`config.mk`:
```
export PLATFORM = sky130hd
export DESIGN_NAME = delay_pipe_arb
export DESIGN_NICKNAME = d
export VERILOG_FILES = /design/src/rtl/delay_pipe_arb_pkg.sv /design/src/rtl/delay_pipe_arb_rr_arbiter.sv /design/src/rtl/delay_pipe_arb.sv
export SDC_FILE = /design/constraint.sdc
export NUM_CORES = 1
export LEC_CHECK = 0
export CELL_PAD_IN_SITES_DETAIL_PLACEMENT = 1
export CELL_PAD_IN_SITES_GLOBAL_PLACEMENT = 1
export CORE_MARGIN = 2
export CORE_UTILIZATION = 26
export CTS_CLUSTER_SIZE = 16
export DETAILED_ROUTE_END_ITERATION = 8
export HOLD_SLACK_MARGIN = 0.02
export PLACE_DENSITY = 0.88
export SLEW_MARGIN = 20
export SYNTH_ARGS = -nofsm -noshare
export SYNTH_HDL_FRONTEND = slang
export SYNTH_SLANG_ARGS = --single-unit
```
`constraint.sdc`:
```
create_clock -name clk -period 7.1 [get_ports clk]
set_input_delay 1.065 -clock clk [delete_from_list [all_inputs] [get_ports clk]]
set_output_delay 1.065 -clock clk [all_outputs]
set_load 0.01 [all_outputs]
```
`src/rtl/delay_pipe_arb_pkg.sv`:
```
// Shared types and the round-robin pick helper for delay_pipe_arb.
// Optional build macro: DELAY_PIPE_ARB_STATS_EN (per-requester grant statistics).
package delay_pipe_arb_pkg;

    localparam int MAX_REQ = 16;
    localparam int ID_W    = 4;

    typedef enum logic [1:0] {
        ST_IDLE  = 2'd0,
        ST_RUN   = 2'd1,
        ST_DRAIN = 2'd2
    } state_e;

    typedef struct packed {
        logic            valid;
        logic [ID_W-1:0] id;
    } tag_t;

    typedef struct packed {
        logic            found;
        logic [ID_W-1:0] index;
    } pick_t;

    // First set bit of valid_vec at or after ptr, wrapping modulo n.
    // Scanning downwards lets the nearest candidate overwrite farther ones.
    function automatic pick_t rr_pick(input logic [MAX_REQ-1:0] valid_vec,
                                      input logic [ID_W-1:0]    ptr,
                                      input int                 n);
        pick_t      res;
        logic [4:0] idx;
        res = '0;
        for (int k = MAX_REQ - 1; k >= 0; k--) begin
            if (k < n) begin
                idx = {1'b0, ptr} + 5'(k);
                if (idx >= 5'(n)) begin
                    idx = idx - 5'(n);
                end
                if (valid_vec[idx[3:0]]) begin
                    res.found = 1'b1;
                    res.index = idx[3:0];
                end
            end
        end
        return res;
    endfunction

endpackage

```
`src/rtl/delay_pipe_arb_rr_arbiter.sv`:
```
// Round-robin arbiter: pointer register plus combinational pick over the eligible vector.
module rr_arbiter
    import delay_pipe_arb_pkg::*;
#(
    parameter int NUM_REQ = 4
) (
    input  logic               clk,
    input  logic               rst_n,
    input  logic [NUM_REQ-1:0] elig,
    output logic [NUM_REQ-1:0] grant,
    output logic               grant_any,
    output logic [ID_W-1:0]    grant_idx
);

    localparam int PTR_W = $clog2(NUM_REQ);

    logic [PTR_W-1:0] rr_ptr_q, rr_ptr_d;
    pick_t            pick;

    assign pick      = rr_pick(MAX_REQ'(elig), ID_W'(rr_ptr_q), NUM_REQ);
    assign grant_any = pick.found;
    assign grant_idx = pick.index;

    for (genvar gi = 0; gi < NUM_REQ; gi++) begin : g_grant
        assign grant[gi] = pick.found && (pick.index == ID_W'(gi));
    end

    always_comb begin
        rr_ptr_d = rr_ptr_q;
        if (pick.found) begin
            rr_ptr_d = (pick.index == ID_W'(NUM_REQ - 1)) ? '0 : PTR_W'(pick.index + ID_W'(1));
        end
    end

    always_ff @(posedge clk or negedge rst_n) begin
        if (!rst_n) begin
            rr_ptr_q <= '0;
        end else begin
            rr_ptr_q <= rr_ptr_d;
        end
    end

endmodule

```
`src/rtl/delay_pipe_arb.sv`:
```
// Shares one fixed-latency pipeline between NUM_REQ requesters, steering beats back by tag.
// Optional build macro: DELAY_PIPE_ARB_STATS_EN adds the stat_grants counters/port.
module delay_pipe_arb
    import delay_pipe_arb_pkg::*;
#(
    parameter int NUM_REQ = 4,
    parameter int WIDTH   = 32,
    parameter int LATENCY = 5,
    parameter int MAX_OUT = 4
) (
    input  logic                     clk,
    input  logic                     rst_n,
    input  logic                     enable,
    input  logic [NUM_REQ-1:0]       req_valid,
    input  logic [NUM_REQ*WIDTH-1:0] req_data,
    output logic [NUM_REQ-1:0]       req_ready,
    output logic [WIDTH-1:0]         pipe_din,
    input  logic [WIDTH-1:0]         pipe_dout,
    output logic [NUM_REQ-1:0]       rsp_valid,
    output logic [WIDTH-1:0]         rsp_data,
    output logic                     drained
`ifdef DELAY_PIPE_ARB_STATS_EN
    ,
    output logic [NUM_REQ*32-1:0]    stat_grants
`endif
);

    localparam int CNT_W = $clog2(MAX_OUT + 1);

    state_e           state_q, state_d;
    tag_t             tag_q [LATENCY];
    logic [CNT_W-1:0] out_cnt_q [NUM_REQ];
    logic [NUM_REQ-1:0] elig, grant, ret;
    logic             grant_any, tags_any;
    logic [ID_W-1:0]  grant_idx;

    // A return in this cycle frees a slot, so the requester may be granted in the same cycle.
    for (genvar gi = 0; gi < NUM_REQ; gi++) begin : g_req
        assign ret[gi]  = tag_q[LATENCY-1].valid && (tag_q[LATENCY-1].id == ID_W'(gi));
        assign elig[gi] = req_valid[gi] && (state_q == ST_RUN)
                          && ((out_cnt_q[gi] < CNT_W'(MAX_OUT)) || ret[gi]);
    end

    rr_arbiter #(.NUM_REQ(NUM_REQ)) u_arb (
        .clk       (clk),
        .rst_n     (rst_n),
        .elig      (elig),
        .grant     (grant),
        .grant_any (grant_any),
        .grant_idx (grant_idx)
    );

    assign req_ready = grant;
    assign rsp_valid = ret;
    assign rsp_data  = pipe_dout;
    assign drained   = !grant_any && !tags_any;

    always_comb begin
        pipe_din = '0;
        for (int i = 0; i < NUM_REQ; i++) begin
            if (grant[i]) begin
                pipe_din = req_data[i*WIDTH +: WIDTH];
            end
        end
    end

    always_comb begin
        tags_any = 1'b0;
        for (int s = 0; s < LATENCY; s++) begin
            tags_any = tags_any | tag_q[s].valid;
        end
    end

    always_ff @(posedge clk or negedge rst_n) begin
        if (!rst_n) begin
            for (int s = 0; s < LATENCY; s++) begin
                tag_q[s] <= '0;
            end
        end else begin
            tag_q[0] <= '{valid: grant_any, id: grant_idx};
            for (int s = 1; s < LATENCY; s++) begin
                tag_q[s] <= tag_q[s-1];
            end
        end
    end

    always_ff @(posedge clk or negedge rst_n) begin
        if (!rst_n) begin
            for (int i = 0; i < NUM_REQ; i++) begin
                out_cnt_q[i] <= '0;
            end
        end else begin
            for (int i = 0; i < NUM_REQ; i++) begin
                if (grant[i] && !ret[i]) begin
                    out_cnt_q[i] <= out_cnt_q[i] + CNT_W'(1);
                end else if (!grant[i] && ret[i]) begin
                    out_cnt_q[i] <= out_cnt_q[i] - CNT_W'(1);
                end
            end
        end
    end

    // A drain always runs to completion before enable is reconsidered.
    always_comb begin
        state_d = state_q;
        case (state_q)
            ST_IDLE:  if (enable) state_d = ST_RUN;
            ST_RUN:   if (!enable) state_d = ST_DRAIN;
            ST_DRAIN: if (!tags_any) state_d = enable ? ST_RUN : ST_IDLE;
            default:  state_d = ST_IDLE;
        endcase
    end

    always_ff @(posedge clk or negedge rst_n) begin
        if (!rst_n) begin
            state_q <= ST_IDLE;
        end else begin
            state_q <= state_d;
        end
    end

`ifdef DELAY_PIPE_ARB_STATS_EN
    logic [31:0] stat_q [NUM_REQ];

    always_ff @(posedge clk or negedge rst_n) begin
        if (!rst_n) begin
            for (int i = 0; i < NUM_REQ; i++) begin
                stat_q[i] <= '0;
            end
        end else begin
            for (int i = 0; i < NUM_REQ; i++) begin
                if (grant[i] && (stat_q[i] != 32'hFFFF_FFFF)) begin
                    stat_q[i] <= stat_q[i] + 32'd1;
                end
            end
        end
    end

    for (genvar gi = 0; gi < NUM_REQ; gi++) begin : g_stat
        assign stat_grants[gi*32 +: 32] = stat_q[gi];
    end
`endif

endmodule

```
==> impl_results.md <==
* Routability-driven placement congestion ratio at 0.875
* Critical-path maximum fanout at 65
* Area of the core at 13200 µm²
* Sink Count at 36
* Total of cells resized after clock tree synthesis at 0
* Average detailed-routed wire length per instance at 18.2 µm
* Post-synthesis cell count at 448
* Final Net Count at 758
* Synth Area per Inst at 7.80 µm²
* CTS buffer count at 5
* # diodes at 0
* Setup violation total in the final timing report at 0
* Antenna viol nets, final at 0
* Initial drt markers at 195
* Total Die Area at 14400 µm²
* Worst path top cell family by delay: simple AND/OR/NAND/NOR gates
* Number of fillers in the final layout at 1581
* Cell Count, Final, Fillers Out at 751
* Number of enable-type register cells in the synthesized netlist at 0
* Detailed Place HPWL at 10.7 mm
* Crit path DAT at 5.24 ns
* Sequential cell area at 901 µm²
* Number of H-tree branching levels at 2
* Initial antenna violation count at 0
* Setup total negative slack at 0 ns
* Starting density of the core at 0.265
* Worst Setup Path Type: reg2out
* Flip-flop and latch count after synthesis at 36
* Total length of routed wires at 13.7 mm
* Total via count in the routed design at 3696
* Share of flip-flops with an asynchronous set or reset after synthesis at 1.00
* Power per cell area at 321 nW/µm²
* Detailed-route vias per instance at 4.92
* Portion of the clock cycle consumed by the worst path in the final layout at 0.888
* Shortest period the worst path allows at 6.30 ns
* Height of the chip at 120 µm
* X dimension of the die at 120 µm
* Worst path most repeated cell: a21oi_1
* Sequential share of the synthesized area at 0.258
* Kind of start point of the critical path: flip-flop
* Setup slack of the critical path after layout at 0.796 ns
* Unrepaired setup endpoints after global routing: no
* CP required at 6.03 ns
* Largest net degree at the start of global routing at 66
* Clock transition at the registers of the reported paths at 0.06 ns
* Count of distinct cell types in the synthesized netlist at 49
* Total count of hold-check failures in the final report at 0
* CTS Hold Buffers Added at 0
* Area of the multi-input gates at 2160 µm²
* Largest clock skew in the final design at 0.00214 ns
* # DRC at 0
* Number of port buffers at 175
* GRT Total Usage at 0.185
* Netlist area before placement at 3500 µm²
* Layout cell share with drive strength beyond 1 at 0.0922
* Worst R2R Setup Slack at 1.75 ns
* Count of warnings emitted by yosys at 0
* Total overflow reported by the global router at 0
* Clock latency at the later pin of the worst-skew pair at 0.28 ns
* Instance count after placement with tap cells included at 742
* Cell with the largest stage delay on the worst path: dfrtp_1
* Max IR drop VDD at 0.137 mV
* Kind of end point of the critical path: output port
* Transition time at the pin with the least slew margin at 1.01 ns
* Deepest clock path buffer count at 2
* Leading cell types by count after synthesis: a21oi_1, nand2_1, nor2_1
* Total cell area at the placement stage at 5150 µm²
* Final instance area at 5320 µm²
* Cell with the most instances after synthesis: a21oi_1
* # rows at 42
* Synthesized netlist net count at 632
* Clk root buf: clkbuf_16
* Normalized max-slew margin at 0.323
* CTS tree: built
* Top-level I/O count at 240
* Result of the run: completed
* Path class of the lowest-slack min-delay path: reg2reg
* Top cells by area, synth: dfrtp_1, a21oi_1, buf_4, nand3b_1, nor3_2
* Final max-slew violation count at 0
* Maximum Capacitance Violations at 0
* Top-area cell type share of the netlist area at 0.258
* Finished Core Util at 0.403
* Cell accounting for the most synthesized area: dfrtp_1
* Leak Pwr at 0.00201 µW
* Predominant post-synthesis flop cell: dfrtp_1
* Number of buffers inserted to repair setup after CTS at 0
* Number of global-route vias before repair at 3916
* Peak clock frequency supported by timing at 159 MHz
* Area growth syn-to-layout at 52.1%
* Worst path max stage delay at 0.68 ns
* Worst slack after detailed placement at 0.912 ns
* Global-route wire length before repair at 20.9 mm
* Number of iterations in the first detailed-routing pass at 4
* Ordered list of cells on the worst path: inv_1, ha_1, inv_1, mux2i_1, o31ai_4, o22ai_1, or3b_1, ha_2, nand3b_1, a21oi_1, a21oi_1, nor2_1, a21oi_1, nor3_1, clkdlybuf4s50_1
* Bufs and invs on worst path at 3
==> power breakdown <==
| part | switching [µW] | internal, µW | leakage, µW | total, µW |
|---|---|---|---|---|
| clock network | 90.0 | 130 | 0.0000660 | 220 |
| logic | 616 | 542 | 0.00150 | 1160 |
| registers | 65.6 | 266 | 0.000450 | 331 |
| total | 771 | 938 | 0.00201 | 1710 |
==> per-stage QoR <==
stage / total power, µW / hold WS, ns
after global placement: 1440 / 0.332
after CTS: 1730 / 0.354
after floorplan: 1080 / 0.331
final: 1710 / 0.352
after global routing: 1860 / 0.366
after detailed placement: 1490 / 0.340
==> flip-flops by register name, summed over array words and instances, names as in the netlist <==
signal          flops
state_q             2
u_arb.rr_ptr_q      2
tag_q              20
out_cnt_q          12
==> routing by layer <==
layer	vias to the layer above	routed length, µm	GRT usage
li1	1775	-	-
met1	1760	5400	0.213
met2	139	7190	0.340
met3	22	783	0.0423
met4	0	301	0.0566
met5	-	0	0
==> cell usage in the layout (no fill, tap or decap), drive strengths merged, types with 6 or more instances in the layout <==
cell type,instances
a21oi,105
mux2,6
clkbuf,6
inv,14
ha,13
dfrtp,36
xor2,8
nand2,39
nand3b,32
clkdlybuf4s50,175
nor3,35
buf,9
nor2,39
==> final timing paths <==
check,from,endpoint,cells after the start
worst max-delay path,u_arb.rr_ptr_q[0],pipe_din[31],15
worst min-delay path,tag_q[7],tag_q[2],0
worst max register to register,u_arb.rr_ptr_q[0],out_cnt_q[8],15
worst min register to register,tag_q[7],tag_q[2],0
max in group asynchronous,rst_n,tag_q[15],2
min in group asynchronous,rst_n,out_cnt_q[7],2
==> cell type report <==
type / instances / share of cell area
Clock buffer: 5 / 0.0235
Clock inverter: 3 / 0.00447
Inverter: 14 / 0.00988
Multi-Input combinational cell: 332 / 0.407
Sequential cell: 36 / 0.169
Tap cell: 176 / 0.0414
Timing Repair Buffer: 185 / 0.345
==> cells by family after synthesis <==
| family | Yosys count | synth area share |
|---|---|---|
| and+or+nand+nor | 165 | 0.279 |
| DFF | 36 | 0.258 |
| adders and majority gates | 17 | 0.0694 |
| AOI/OAI and AO/OA | 127 | 0.203 |
| buffers and inverters | 80 | 0.128 |
| xor gates and xnor gates | 13 | 0.0326 |
| muxes | 10 | 0.0308 |
==> worst reg2reg max path: stages (launching register included) <==
cell       delay [ns]
dfrtp_1          0.68
inv_1            0.24
ha_1             0.49
inv_1            0.15
mux2i_1          0.19
o31ai_4          0.49
mux2i_1          0.30
o2bb2ai_1        0.17
ha_2             0.88
nor3b_1          0.52
ha_1             0.28
inv_1            0.07
fa_1             0.39
xor2_1           0.16
nor2_1           0.12
xor2_1           0.15
(Power assumes the default switching activity.)
